`src/rtl/vit_acs_ctrl_pkg.sv`:
```
// Shared definitions for the Viterbi ACS frame controller: state encoding,
// state count and path-metric initial-value constants.
package vit_pkg;

    typedef enum logic [2:0] {
        ST_IDLE = 3'd0,
        ST_INIT = 3'd1,
        ST_ACS  = 3'd2,
        ST_TB   = 3'd3,
        ST_DONE = 3'd4
    } vit_ctrl_state_e;

    localparam int unsigned NUM_STATES = 4;

    // Bit n set means PM_n starts at all ones; PM_0 starts at zero.
    localparam logic [3:0] PM_INIT_ONES_MASK = 4'b1110;
    localparam logic [3:0] PM_MSB_ALL_SET    = 4'b1111;

    function automatic logic [15:0] pm_init_value(input int unsigned idx);
        return PM_INIT_ONES_MASK[idx[1:0]] ? '1 : '0;
    endfunction

endpackage

```
`src/rtl/vit_acs_ctrl_if.sv`:
```
// Handshake and strobe bundle between the ACS frame controller and its
// symbol source / PMU / survivor memory.
interface vit_acs_ctrl_if #(
    parameter int unsigned ADDR_W = 6
);
    logic              i_start;
    logic [ADDR_W:0]   i_frame_len;
    logic              i_sym_valid;
    logic              o_sym_ready;
    logic [3:0]        i_pm_msb;
    logic              o_pm_init;
    logic              o_acs_en;
    logic              o_pm_norm;
    logic              o_sm_wr_en;
    logic [ADDR_W-1:0] o_sm_wr_addr;
    logic              o_tb_en;
    logic [ADDR_W-1:0] o_tb_addr;
    logic              o_busy;
    logic              o_done;

    modport master (
        input  i_start, i_frame_len, i_sym_valid, i_pm_msb,
        output o_sym_ready, o_pm_init, o_acs_en, o_pm_norm, o_sm_wr_en,
               o_sm_wr_addr, o_tb_en, o_tb_addr, o_busy, o_done
    );

    modport slave (
        output i_start, i_frame_len, i_sym_valid, i_pm_msb,
        input  o_sym_ready, o_pm_init, o_acs_en, o_pm_norm, o_sm_wr_en,
               o_sm_wr_addr, o_tb_en, o_tb_addr, o_busy, o_done
    );
endinterface

```
`src/rtl/vit_acs_ctrl_step_counter.sv`:
```
// Loadable up/down step counter (ADDR_W+1 bits) with terminal-count flag;
// used for both the survivor write address and the traceback address.
module vit_step_counter #(
    parameter int unsigned ADDR_W   = 6,
    parameter bit          COUNT_UP = 1'b1
) (
    input  logic              clk_i,
    input  logic              rst_i,
    input  logic              load_i,
    input  logic [ADDR_W:0]   load_val_i,
    input  logic              en_i,
    input  logic [ADDR_W:0]   term_i,
    output logic [ADDR_W-1:0] addr_o,
    output logic              tc_o
);
    logic [ADDR_W:0] cnt_q, cnt_d;

    always_comb begin
        cnt_d = cnt_q;
        if (load_i) begin
            cnt_d = load_val_i;
        end else if (en_i) begin
            cnt_d = COUNT_UP ? cnt_q + 1'b1 : cnt_q - 1'b1;
        end
    end

    always_ff @(posedge clk_i or posedge rst_i) begin
        if (rst_i) begin
            cnt_q <= '0;
        end else begin
            cnt_q <= cnt_d;
        end
    end

    assign addr_o = cnt_q[ADDR_W-1:0];
    assign tc_o   = (cnt_q == term_i);
endmodule

```
`src/rtl/vit_acs_ctrl.sv`:
```
// Frame sequencer for the Viterbi ACS/PMU/survivor memory: PM init, one
// trellis step per accepted symbol with normalisation, then traceback sweep.
module vit_acs_ctrl
    import vit_pkg::*;
#(
    parameter int unsigned ADDR_W = 6,
    parameter int unsigned PM_W   = 2
) (
    input  logic          i_clk,
    input  logic          i_rst,
    vit_acs_ctrl_if.master bus
);
    localparam logic [2:0] S_IDLE = ST_IDLE;
    localparam logic [2:0] S_INIT = ST_INIT;
    localparam logic [2:0] S_ACS  = ST_ACS;
    localparam logic [2:0] S_TB   = ST_TB;
    localparam logic [2:0] S_DONE = ST_DONE;

    localparam logic [ADDR_W:0] MAX_LEN = {1'b1, {ADDR_W{1'b0}}};

    if (PM_W < 1) begin : g_bad_pm_w
        $error("vit_acs_ctrl: PM_W must be at least 1");
    end

    logic [2:0]        state_q, state_d;
    logic [ADDR_W:0]   len_q, len_d;
    logic [ADDR_W:0]   len_m1;
    logic              len_ok;
    logic              accept;
    logic              last_accept;
    logic              wr_tc, tb_tc;
    logic [ADDR_W-1:0] wr_addr, tb_addr;

    assign len_ok      = (bus.i_frame_len != '0) && (bus.i_frame_len <= MAX_LEN);
    assign len_m1      = len_q - 1'b1;
    assign accept      = (state_q == S_ACS) && bus.i_sym_valid;
    assign last_accept = accept && wr_tc;

    always_comb begin
        state_d = state_q;
        len_d   = len_q;
        unique case (state_q)
            S_IDLE: begin
                if (bus.i_start && len_ok) begin
                    len_d   = bus.i_frame_len;
                    state_d = S_INIT;
                end
            end
            S_INIT: state_d = S_ACS;
            S_ACS:  if (last_accept) state_d = S_TB;
            S_TB:   if (tb_tc) state_d = S_DONE;
            S_DONE: state_d = S_IDLE;
            default: state_d = S_IDLE;
        endcase
    end

    always_ff @(posedge i_clk or posedge i_rst) begin
        if (i_rst) begin
            state_q <= S_IDLE;
            len_q   <= '0;
        end else begin
            state_q <= state_d;
            len_q   <= len_d;
        end
    end

    vit_step_counter #(
        .ADDR_W   (ADDR_W),
        .COUNT_UP (1'b1)
    ) u_wr_cnt (
        .clk_i      (i_clk),
        .rst_i      (i_rst),
        .load_i     (state_q == S_INIT),
        .load_val_i ('0),
        .en_i       (accept),
        .term_i     (len_m1),
        .addr_o     (wr_addr),
        .tc_o       (wr_tc)
    );

    // Traceback starts at len-1, loaded on the final accept so TB needs no setup cycle.
    vit_step_counter #(
        .ADDR_W   (ADDR_W),
        .COUNT_UP (1'b0)
    ) u_tb_cnt (
        .clk_i      (i_clk),
        .rst_i      (i_rst),
        .load_i     (last_accept),
        .load_val_i (len_m1),
        .en_i       ((state_q == S_TB) && !tb_tc),
        .term_i     ('0),
        .addr_o     (tb_addr),
        .tc_o       (tb_tc)
    );

    assign bus.o_sym_ready  = (state_q == S_ACS);
    assign bus.o_pm_init    = (state_q == S_INIT);
    assign bus.o_acs_en     = accept;
    assign bus.o_pm_norm    = accept && (bus.i_pm_msb == PM_MSB_ALL_SET);
    assign bus.o_sm_wr_en   = accept;
    assign bus.o_sm_wr_addr = accept ? wr_addr : '0;
    assign bus.o_tb_en      = (state_q == S_TB);
    assign bus.o_tb_addr    = (state_q == S_TB) ? tb_addr : '0;
    assign bus.o_busy       = (state_q != S_IDLE);
    assign bus.o_done       = (state_q == S_DONE);
endmodule

```
`src/flat_wrapper.sv`:
```
// flat-port wrapper written by rule: the top's interface ports become plain ports
module vit_acs_ctrl_flat import vit_pkg::*;
#(
    parameter int unsigned ADDR_W = 6,
    parameter int unsigned PM_W   = 2
)
  (i_clk, i_rst, bus_i_start, bus_i_frame_len, bus_i_sym_valid, bus_i_pm_msb, bus_o_sym_ready, bus_o_pm_init, bus_o_acs_en, bus_o_pm_norm, bus_o_sm_wr_en, bus_o_sm_wr_addr, bus_o_tb_en, bus_o_tb_addr, bus_o_busy, bus_o_done);
  vit_acs_ctrl_if #(.ADDR_W(ADDR_W)) bus_i ();
  input  logic i_clk;
  input  logic i_rst;
  input wire logic [$bits(bus_i.i_start)-1:0] bus_i_start;
  input wire logic [$bits(bus_i.i_frame_len)-1:0] bus_i_frame_len;
  input wire logic [$bits(bus_i.i_sym_valid)-1:0] bus_i_sym_valid;
  input wire logic [$bits(bus_i.i_pm_msb)-1:0] bus_i_pm_msb;
  output wire logic [$bits(bus_i.o_sym_ready)-1:0] bus_o_sym_ready;
  output wire logic [$bits(bus_i.o_pm_init)-1:0] bus_o_pm_init;
  output wire logic [$bits(bus_i.o_acs_en)-1:0] bus_o_acs_en;
  output wire logic [$bits(bus_i.o_pm_norm)-1:0] bus_o_pm_norm;
  output wire logic [$bits(bus_i.o_sm_wr_en)-1:0] bus_o_sm_wr_en;
  output wire logic [$bits(bus_i.o_sm_wr_addr)-1:0] bus_o_sm_wr_addr;
  output wire logic [$bits(bus_i.o_tb_en)-1:0] bus_o_tb_en;
  output wire logic [$bits(bus_i.o_tb_addr)-1:0] bus_o_tb_addr;
  output wire logic [$bits(bus_i.o_busy)-1:0] bus_o_busy;
  output wire logic [$bits(bus_i.o_done)-1:0] bus_o_done;
  assign bus_i.i_start = bus_i_start;
  assign bus_i.i_frame_len = bus_i_frame_len;
  assign bus_i.i_sym_valid = bus_i_sym_valid;
  assign bus_i.i_pm_msb = bus_i_pm_msb;
  assign bus_o_sym_ready = bus_i.o_sym_ready;
  assign bus_o_pm_init = bus_i.o_pm_init;
  assign bus_o_acs_en = bus_i.o_acs_en;
  assign bus_o_pm_norm = bus_i.o_pm_norm;
  assign bus_o_sm_wr_en = bus_i.o_sm_wr_en;
  assign bus_o_sm_wr_addr = bus_i.o_sm_wr_addr;
  assign bus_o_tb_en = bus_i.o_tb_en;
  assign bus_o_tb_addr = bus_i.o_tb_addr;
  assign bus_o_busy = bus_i.o_busy;
  assign bus_o_done = bus_i.o_done;
  vit_acs_ctrl #(.ADDR_W(ADDR_W), .PM_W(PM_W)) u_core (.i_clk(i_clk), .i_rst(i_rst), .bus(bus_i));
endmodule
```
`config.mk`:
```
export PLATFORM = sky130hd
export DESIGN_NAME = vit_acs_ctrl_flat
export DESIGN_NICKNAME = d
export VERILOG_FILES = /design/src/rtl/vit_acs_ctrl_pkg.sv /design/src/rtl/vit_acs_ctrl_if.sv /design/src/rtl/vit_acs_ctrl_step_counter.sv /design/src/rtl/vit_acs_ctrl.sv /design/src/flat_wrapper.sv
export SDC_FILE = /design/constraint.sdc
export NUM_CORES = 1
export LEC_CHECK = 0
export CORE_UTILIZATION = 54
export CTS_CLUSTER_SIZE = 8
export DETAILED_ROUTE_END_ITERATION = 8
export PLACE_DENSITY_LB_ADDON = 0.3
export SYNTH_ARGS = -nofsm -noshare
export SYNTH_HDL_FRONTEND = slang
export SYNTH_SLANG_ARGS = --single-unit
```
`constraint.sdc`:
```
create_clock -name i_clk -period 5.1 [get_ports i_clk]
set_input_delay 1.02 -clock i_clk [delete_from_list [all_inputs] [get_ports i_clk]]
set_output_delay 1.02 -clock i_clk [all_outputs]
set_load 0.02 [all_outputs]
```
==> results of run 1 <==
==> final cells by class <==
type | count | area (um2) | area share
multi-input cells | 124 | 928.4 | 0.4637
clock buffers | 3 | 22.52 | 0.01125
flip-flops and latches | 24 | 600.6 | 0.3000
well taps | 31 | 38.79 | 0.01938
repair buffers | 35 | 347.8 | 0.1738
inverters | 9 | 33.78 | 0.01688
clock inverters | 1 | 30.03 | 0.01500
==> kinds of logic (layout without fill, tap and decap cells) <==
logic type,count (synthesis),count (layout)
mux,8,8
fa+ha+maj,4,4
simple gates,68,68
xor+xnor,25,25
buf+inv,16,48
flops,24,24
compound gates,19,19
==> state kept, by name, indices dropped and copies added, names as in the netlist <==
| register | cells |
|---|---|
| u_core.len_q | 7 |
| u_core.state_q | 3 |
| u_core.u_tb_cnt.cnt_q | 7 |
| u_core.u_wr_cnt.cnt_q | 7 |
==> stage by stage <==
step,util,setup WS (ns),area [um2]
2_1_floorplan,-,1.991,1615
3_3_place_gp,0.6949,1.406,1949
3_5_place_dp,0.6949,1.395,1949
4_1_cts,0.7136,1.383,2002
5_1_grt,0.7136,1.290,2002
6_report,0.7136,1.410,2002
==> how the worst min path moves through the flow <==
stage	end	start	slack, ns
2_1_floorplan	u_core.state_q[0]	u_core.state_q[2]	0.49
3_3_place_gp	u_core.state_q[0]	u_core.state_q[2]	0.54
3_5_place_dp	u_core.u_wr_cnt.cnt_q[6]	u_core.u_wr_cnt.cnt_q[6]	0.56
4_1_cts	u_core.state_q[0]	u_core.state_q[2]	0.59
5_1_grt	u_core.len_q[1]	u_core.len_q[1]	0.61
6_report	u_core.state_q[0]	u_core.state_q[2]	0.58
==> Yosys cell counts (5+ instances only) <==
cell type / count / area [um2]
xnor2_1: 9 / 78.83
nand3_1: 6 / 30.03
nor2_1: 11 / 41.29
nand2_1: 8 / 30.03
xor2_1: 15 / 131.4
inv_1: 9 / 33.78
mux2_4: 7 / 105.1
dfrtp_1: 24 / 600.6
and2_1: 13 / 81.33
nor3_1: 5 / 25.02
==> power groups by stage <==
stage	combinational (uW)	clock (uW)	sequential [uW]
floorplan	270	0	289
global placement	360	0	310
detailed placement	369	0	314
CTS	373	142	310
global route	407	147	319
finish	370	140	311
==> per-layer routing <==
layer | wire, um | vias up | GRT usage
li1 | - | 634 | -
met1 | 1461 | 595 | 0.2907
met2 | 1749 | 41 | 0.4082
met3 | 109 | 10 | 0.02304
met4 | 92 | 0 | 0.1071
met5 | 0 | - | 0
==> summary.txt, run 1 <==
Outcome: finished with violations
Failing checks: DRC
Synth warn: 0
Worst Setup SP: bus_i_sym_valid
Starting Density: 0.5758
Crit Path Max Fanout: 13
Initial DRC Count: 32
Power Density: 410.0 nW/um2
Worst VDD drop: 0.2675 mV
Total GRT Usage: 0.2344
H-tree depth reported by CTS: 1
Max-slew violation count: 0
Comb power frac: 0.451
Die X: 56.69 um
Max clock buf depth: 2
Sequential-to-total area share from yosys stat: 0.3718
Largest net degree at the start of global routing: 25
Vias in the first global route: 1289
Placer Congestion: 0.7913
Via density: 5.639
Max-cap violations: 0
Critical Path Sink: bus_o_pm_norm
Hold crit path type: flop to flop
Crit path launch type: input pin
Switching Fraction: 0.3831
CP max stage cell: clkdlybuf4s50_1
Post-synth EDFFs: 0
Die Ht: 56.69 um
Post-Layout Cell Count: 227
Switch Pwr: 314.4 uW
Compound-Gate Fraction of Synth Area: 0.08598
Antenna violations before repair: 0
Final count of hold timing violations: 0
Crit path top cell by count: clkdlybuf4s50_1
CP required: 4.08 ns
CORE AREA: 2805 um2
Drt wl/cell: 15.04 um
PnR Total Power: 820.7 uW
Sequential Power Share: 0.379
Via count: 1280
Worst reg2reg path endpoint: u_core.u_tb_cnt.cnt_q[4]
Worst EP arrival: 2.67 ns
Clock slew seen by the registers of the worst setup and hold paths: 0.14 ns
CP top delay family: buffers and inverters
Row count: 19
Fmax: 271.0 MHz
Residual DRC: 7
Asr flop ratio synth: 1.000
Int Pwr: 506.3 uW
Most frequent cells in the layout: 34 x clkdlybuf4s50_1, 24 x dfrtp_1, 15 x xor2_1
Placed insts: 223
# resized after CTS: 0
Pre-antenna DRT Iters: 6
Dominant synthesized flop cell: dfrtp_1
FF-to-FF Start: u_core.len_q[0]
DRT antenna net count: 0
Reg2Reg Setup Slack: 2.71 ns
N_diodes: 0
Post-CTS setup buffers: 0
CTS hold repair buffers: 0
Leakage power: 0.0008652 uW
First-pass GRT wire length: 5851 um
Yosys cell types: 43
Mapped Area: 1615 um2
Clock share of power: 0.171
WS Path Type: input pin to output port
IO buf count: 34
Levels on crit path: 5
Post-Route WL: 3413 um
Final hold slack: 0.5802 ns
Xor/xnor share of the synthesized area: 0.1441
Adder-Cell Fraction of Synth Area: 0.03098
HPWL after detailed placement: 2578 um
Setup_tns: 0 ns
Die Area: 3214 um2
Count of final setup violators: 0
Multiplexer share of the synthesized area: 0.07126
Max incr delay on CP: 0.60 ns
Count of nets after finishing: 216
Slew margin rel.: 0.3921
Simple-Gate Fraction of Synth Area: 0.2424
Critical-path cell list: clkdlybuf4s50_1 -> and4bb_2 -> inv_1 -> nor2_1 -> clkdlybuf4s50_1
Yosys reg bits: 24
Mapped Cells: 164
Worst slew pin tran: 0.9109 ns
Filler cell count: 227
Mapped Nets: 183
Worst r2r path cells: 7
Post-route minimum period: 3.690 ns
Syn Area/Cell: 9.849 um2
Hold path cells: 1
CTS tree: built
Largest family of logic cells by synthesized area: simple AND/OR/NAND/NOR gates
Clk sinks: 24
Area growth syn-to-layout: 23.93%
Commonest non-fill, non-tap cell in the layout: clkdlybuf4s50_1
Setup Skew: 0.003758 ns
Root buf cell: clkbuf_4
RSZ-0062 raised after global routing: false
Total congestion overflow: 0
CTS Buf Count: 3
Ratio of cells with drive above 1 in the final layout: 0.07653
Crit path buffers/inverters: 3
Worst skew pair latency: 0.32 ns
IO Count: 35
Crit end category: output port
Crit share post-route: 0.7235
No activity file was read; power rests on OpenSTA's default activity.
==> inputs of run 2 (changes only) <==
--- a/config.mk
+++ b/config.mk
@@ -5,7 +5,7 @@
 export SDC_FILE = /design/constraint.sdc
 export NUM_CORES = 1
 export LEC_CHECK = 0
-export CORE_UTILIZATION = 54
+export CORE_UTILIZATION = 46
 export CTS_CLUSTER_SIZE = 8
 export DETAILED_ROUTE_END_ITERATION = 8
 export PLACE_DENSITY_LB_ADDON = 0.3
==> constraint.sdc (replaced) <==
create_clock -name i_clk -period 3.3 [get_ports i_clk]
set_input_delay 0.66 -clock i_clk [delete_from_list [all_inputs] [get_ports i_clk]]
set_output_delay 0.66 -clock i_clk [all_outputs]
set_load 0.02 [all_outputs]
==> run 2 against run 1 <==
Against the previous run:
- the flow now finishes without violations
- cell count is 6.6% higher
- clock skew increased by 0.0011 ns
- critical path depth unchanged
- total power grew 55%
- clock power is 56% higher
- register-to-register slack worse by 1.8 ns
- combinational power up 55%
- largest power group unchanged
- flip-flop and latch count did not move
- global-route usage down 3.5 points
- cell area increased by 0.94%
- non-clock buffer count stayed put
- core utilization is 11 points lower
==> summary.txt, run 2 (synthesis gave the netlist of run 1 again) <==
Root buf cell: clkbuf_4
Power Density: 630.0 nW/um2 (+54%)
Clock slew seen by the registers of the worst setup and hold paths: 0.14 ns (about the same)
Placer Congestion: 0.8622 (+9.0%)
RSZ-0062 raised after global routing: false
Post-Route WL: 3316 um (-2.8%)
Commonest non-fill, non-tap cell in the layout: clkdlybuf4s50_1
Worst EP arrival: 2.33 ns (-0.34 ns)
Drt wl/cell: 13.70 um (-8.9%)
Slew margin rel.: 0.3885 (-0.003598)
Crit end category: output port
Crit share post-route: 0.9056
Fmax: 334.6 MHz
Outcome: complete, no violations
Die Area: 3753 um2 (+17%)
CP required: 2.64 ns (-1.44 ns)
Pre-antenna DRT Iters: 4 (-2)
Ratio of cells with drive above 1 in the final layout: 0.07653 (unchanged)
Placed instance area: 1968 um2 (+0.96%)
IO buf count: 34 (unchanged)
Post-route minimum period: 2.988 ns
Hold endpoint: u_core.state_q[0]
FF-to-FF Start: u_core.len_q[0]
Residual DRC: 0 (-7)
Post-CTS setup buffers: 0 (unchanged)
# resized after CTS: 0 (unchanged)
Setup Skew: 0.004904 ns (+0.001146 ns)
Crit path launch type: input pin
Total congestion overflow: 0 (unchanged)
WS Path Type: input pin to output port
CTS tree: built
Antenna violations before repair: 0 (unchanged)
Clk sinks: 24 (unchanged)
Hold crit path type: flop to flop
Worst r2r path cells: 7 (unchanged)
Via density: 5.318 (-5.7%)
Via count: 1287 (+0.55%)
N_diodes: 0 (unchanged)
Count of final setup violators: 0 (unchanged)
Max-slew violation count: 0 (unchanged)
Row count: 21 (+2)
First-pass GRT wire length: 5520 um (-5.7%)
H-tree depth reported by CTS: 1 (unchanged)
Worst slew pin tran: 0.9163 ns (+0.005391 ns)
Area growth syn-to-layout: 25.10%
Worst hold start: u_core.state_q[2]
Vias in the first global route: 1249 (-3.1%)
Largest registers: u_core.len_q: 7 flops, u_core.u_tb_cnt.cnt_q: 7 flops, u_core.u_wr_cnt.cnt_q: 7 flops
Total GRT Usage: 0.1996 (-0.03478)
Max-cap violations: 0 (unchanged)
Leakage power: 0.0008652 uW (unchanged)
Die X: 61.26 um (+8.1%)
Most frequent cells in the layout: 34 x clkdlybuf4s50_1, 24 x dfrtp_1, 15 x xor2_1
CTS Buf Count: 3 (unchanged)
IO Count: 35 (unchanged)
Reg2Reg Setup Slack: 0.93 ns (-1.78 ns)
CORE AREA: 3363 um2 (+20%)
Initial DRC Count: 71 (+120%)
Filler cell count: 322 (+42%)
DRT antenna net count: 0 (unchanged)
Placed insts: 238 (+6.7%)
Max clock buf depth: 2 (unchanged)
Count of nets after finishing: 216 (unchanged)
Worst reg2reg path endpoint: u_core.u_tb_cnt.cnt_q[6]
Fin area: 2021 um2 (+0.94%)
CTS hold repair buffers: 0 (unchanged)
Starting Density: 0.4803 (-0.09554)
Post-Layout Cell Count: 242 (+6.6%)
Worst VDD drop: 0.3013 mV (+13%)
Crit Path Max Fanout: 13 (unchanged)
Worst skew pair latency: 0.33 ns (about the same)
Setup_tns: 0 ns (unchanged)
HPWL after detailed placement: 2483 um (-3.7%)
Final count of hold timing violations: 0 (unchanged)
Hold path cells: 1 (unchanged)
Die Ht: 61.26 um (+8.1%)
Largest net degree at the start of global routing: 25 (unchanged)
run 2: through the flow:
stage | hold WS (ns) | worst slack (ns) | power (uW) | util
after floorplan | 0.4874 | 0.9111 | 864.5 | -
after global placement | 0.5387 | 0.3409 | 1042 | 0.5852
after detailed placement | 0.5397 | 0.3247 | 1059 | 0.5852
after CTS | 0.5636 | 0.3011 | 1282 | 0.6008
after global routing | 0.5921 | 0.2342 | 1367 | 0.6008
final | 0.5601 | 0.3116 | 1273 | 0.6008
run 2: area by class of cell:
| class | instances | area (um2) | share of cell area |
|---|---|---|---|
| multi-input cells | 124 | 928.4 | 0.4594 |
| flip-flops and latches | 24 | 600.6 | 0.2972 |
| repair buffers | 35 | 347.8 | 0.1721 |
| well taps | 46 | 57.56 | 0.02848 |
| inverters | 9 | 33.78 | 0.01672 |
| clock inverters | 1 | 30.03 | 0.01486 |
| clock buffers | 3 | 22.52 | 0.01115 |
run 2: worst max-delay path by stage:
stage                            start               to  slack (ns)  cells past startpoint
finish                 bus_i_sym_valid    bus_o_pm_norm        0.31                      5
global route           bus_i_sym_valid    bus_o_pm_norm        0.23                      5
CTS                    bus_i_sym_valid    bus_o_pm_norm        0.30                      5
detailed placement  bus_i_frame_len[0]  u_core.len_q[0]        0.32                      6
global placement       bus_i_sym_valid    bus_o_pm_norm        0.34                      5
floorplan              bus_i_sym_valid    bus_o_pm_norm        0.91                      4
run 2: per-layer routing:
metal  routed length [um]  track usage  up-vias
met5                    0            0        -
met4                   27      0.09091        0
met3                  146      0.03151        4
met2                 1645       0.3401       34
met1                 1497       0.2484      613
li1                     -            -      636
run 2: report_power, final:
| group | internal (uW) | switching [uW] | total, uW |
|---|---|---|---|
| logic | 291 | 282 | 573 |
| clock network | 123 | 95.5 | 218 |
| registers | 369 | 112 | 481 |
| total | 784 | 489 | 1270 |
run 2: critical path, cell delays in order:
cell,delay (ns)
clkdlybuf4s50_1,0.45
and4bb_2,0.39
inv_1,0.10
nor2_1,0.12
clkdlybuf4s50_1,0.61
==> inputs of run 3 (changes only) <==
--- a/config.mk
+++ b/config.mk
@@ -8,6 +8,7 @@
 export CORE_UTILIZATION = 46
 export CTS_CLUSTER_SIZE = 8
 export DETAILED_ROUTE_END_ITERATION = 8
+export GPL_ROUTABILITY_DRIVEN = 0
 export PLACE_DENSITY_LB_ADDON = 0.3
 export SYNTH_ARGS = -nofsm -noshare
 export SYNTH_HDL_FRONTEND = slang
==> results of run 3 <==
No change in the layout: final DEF, timing and power equal those of run 2.
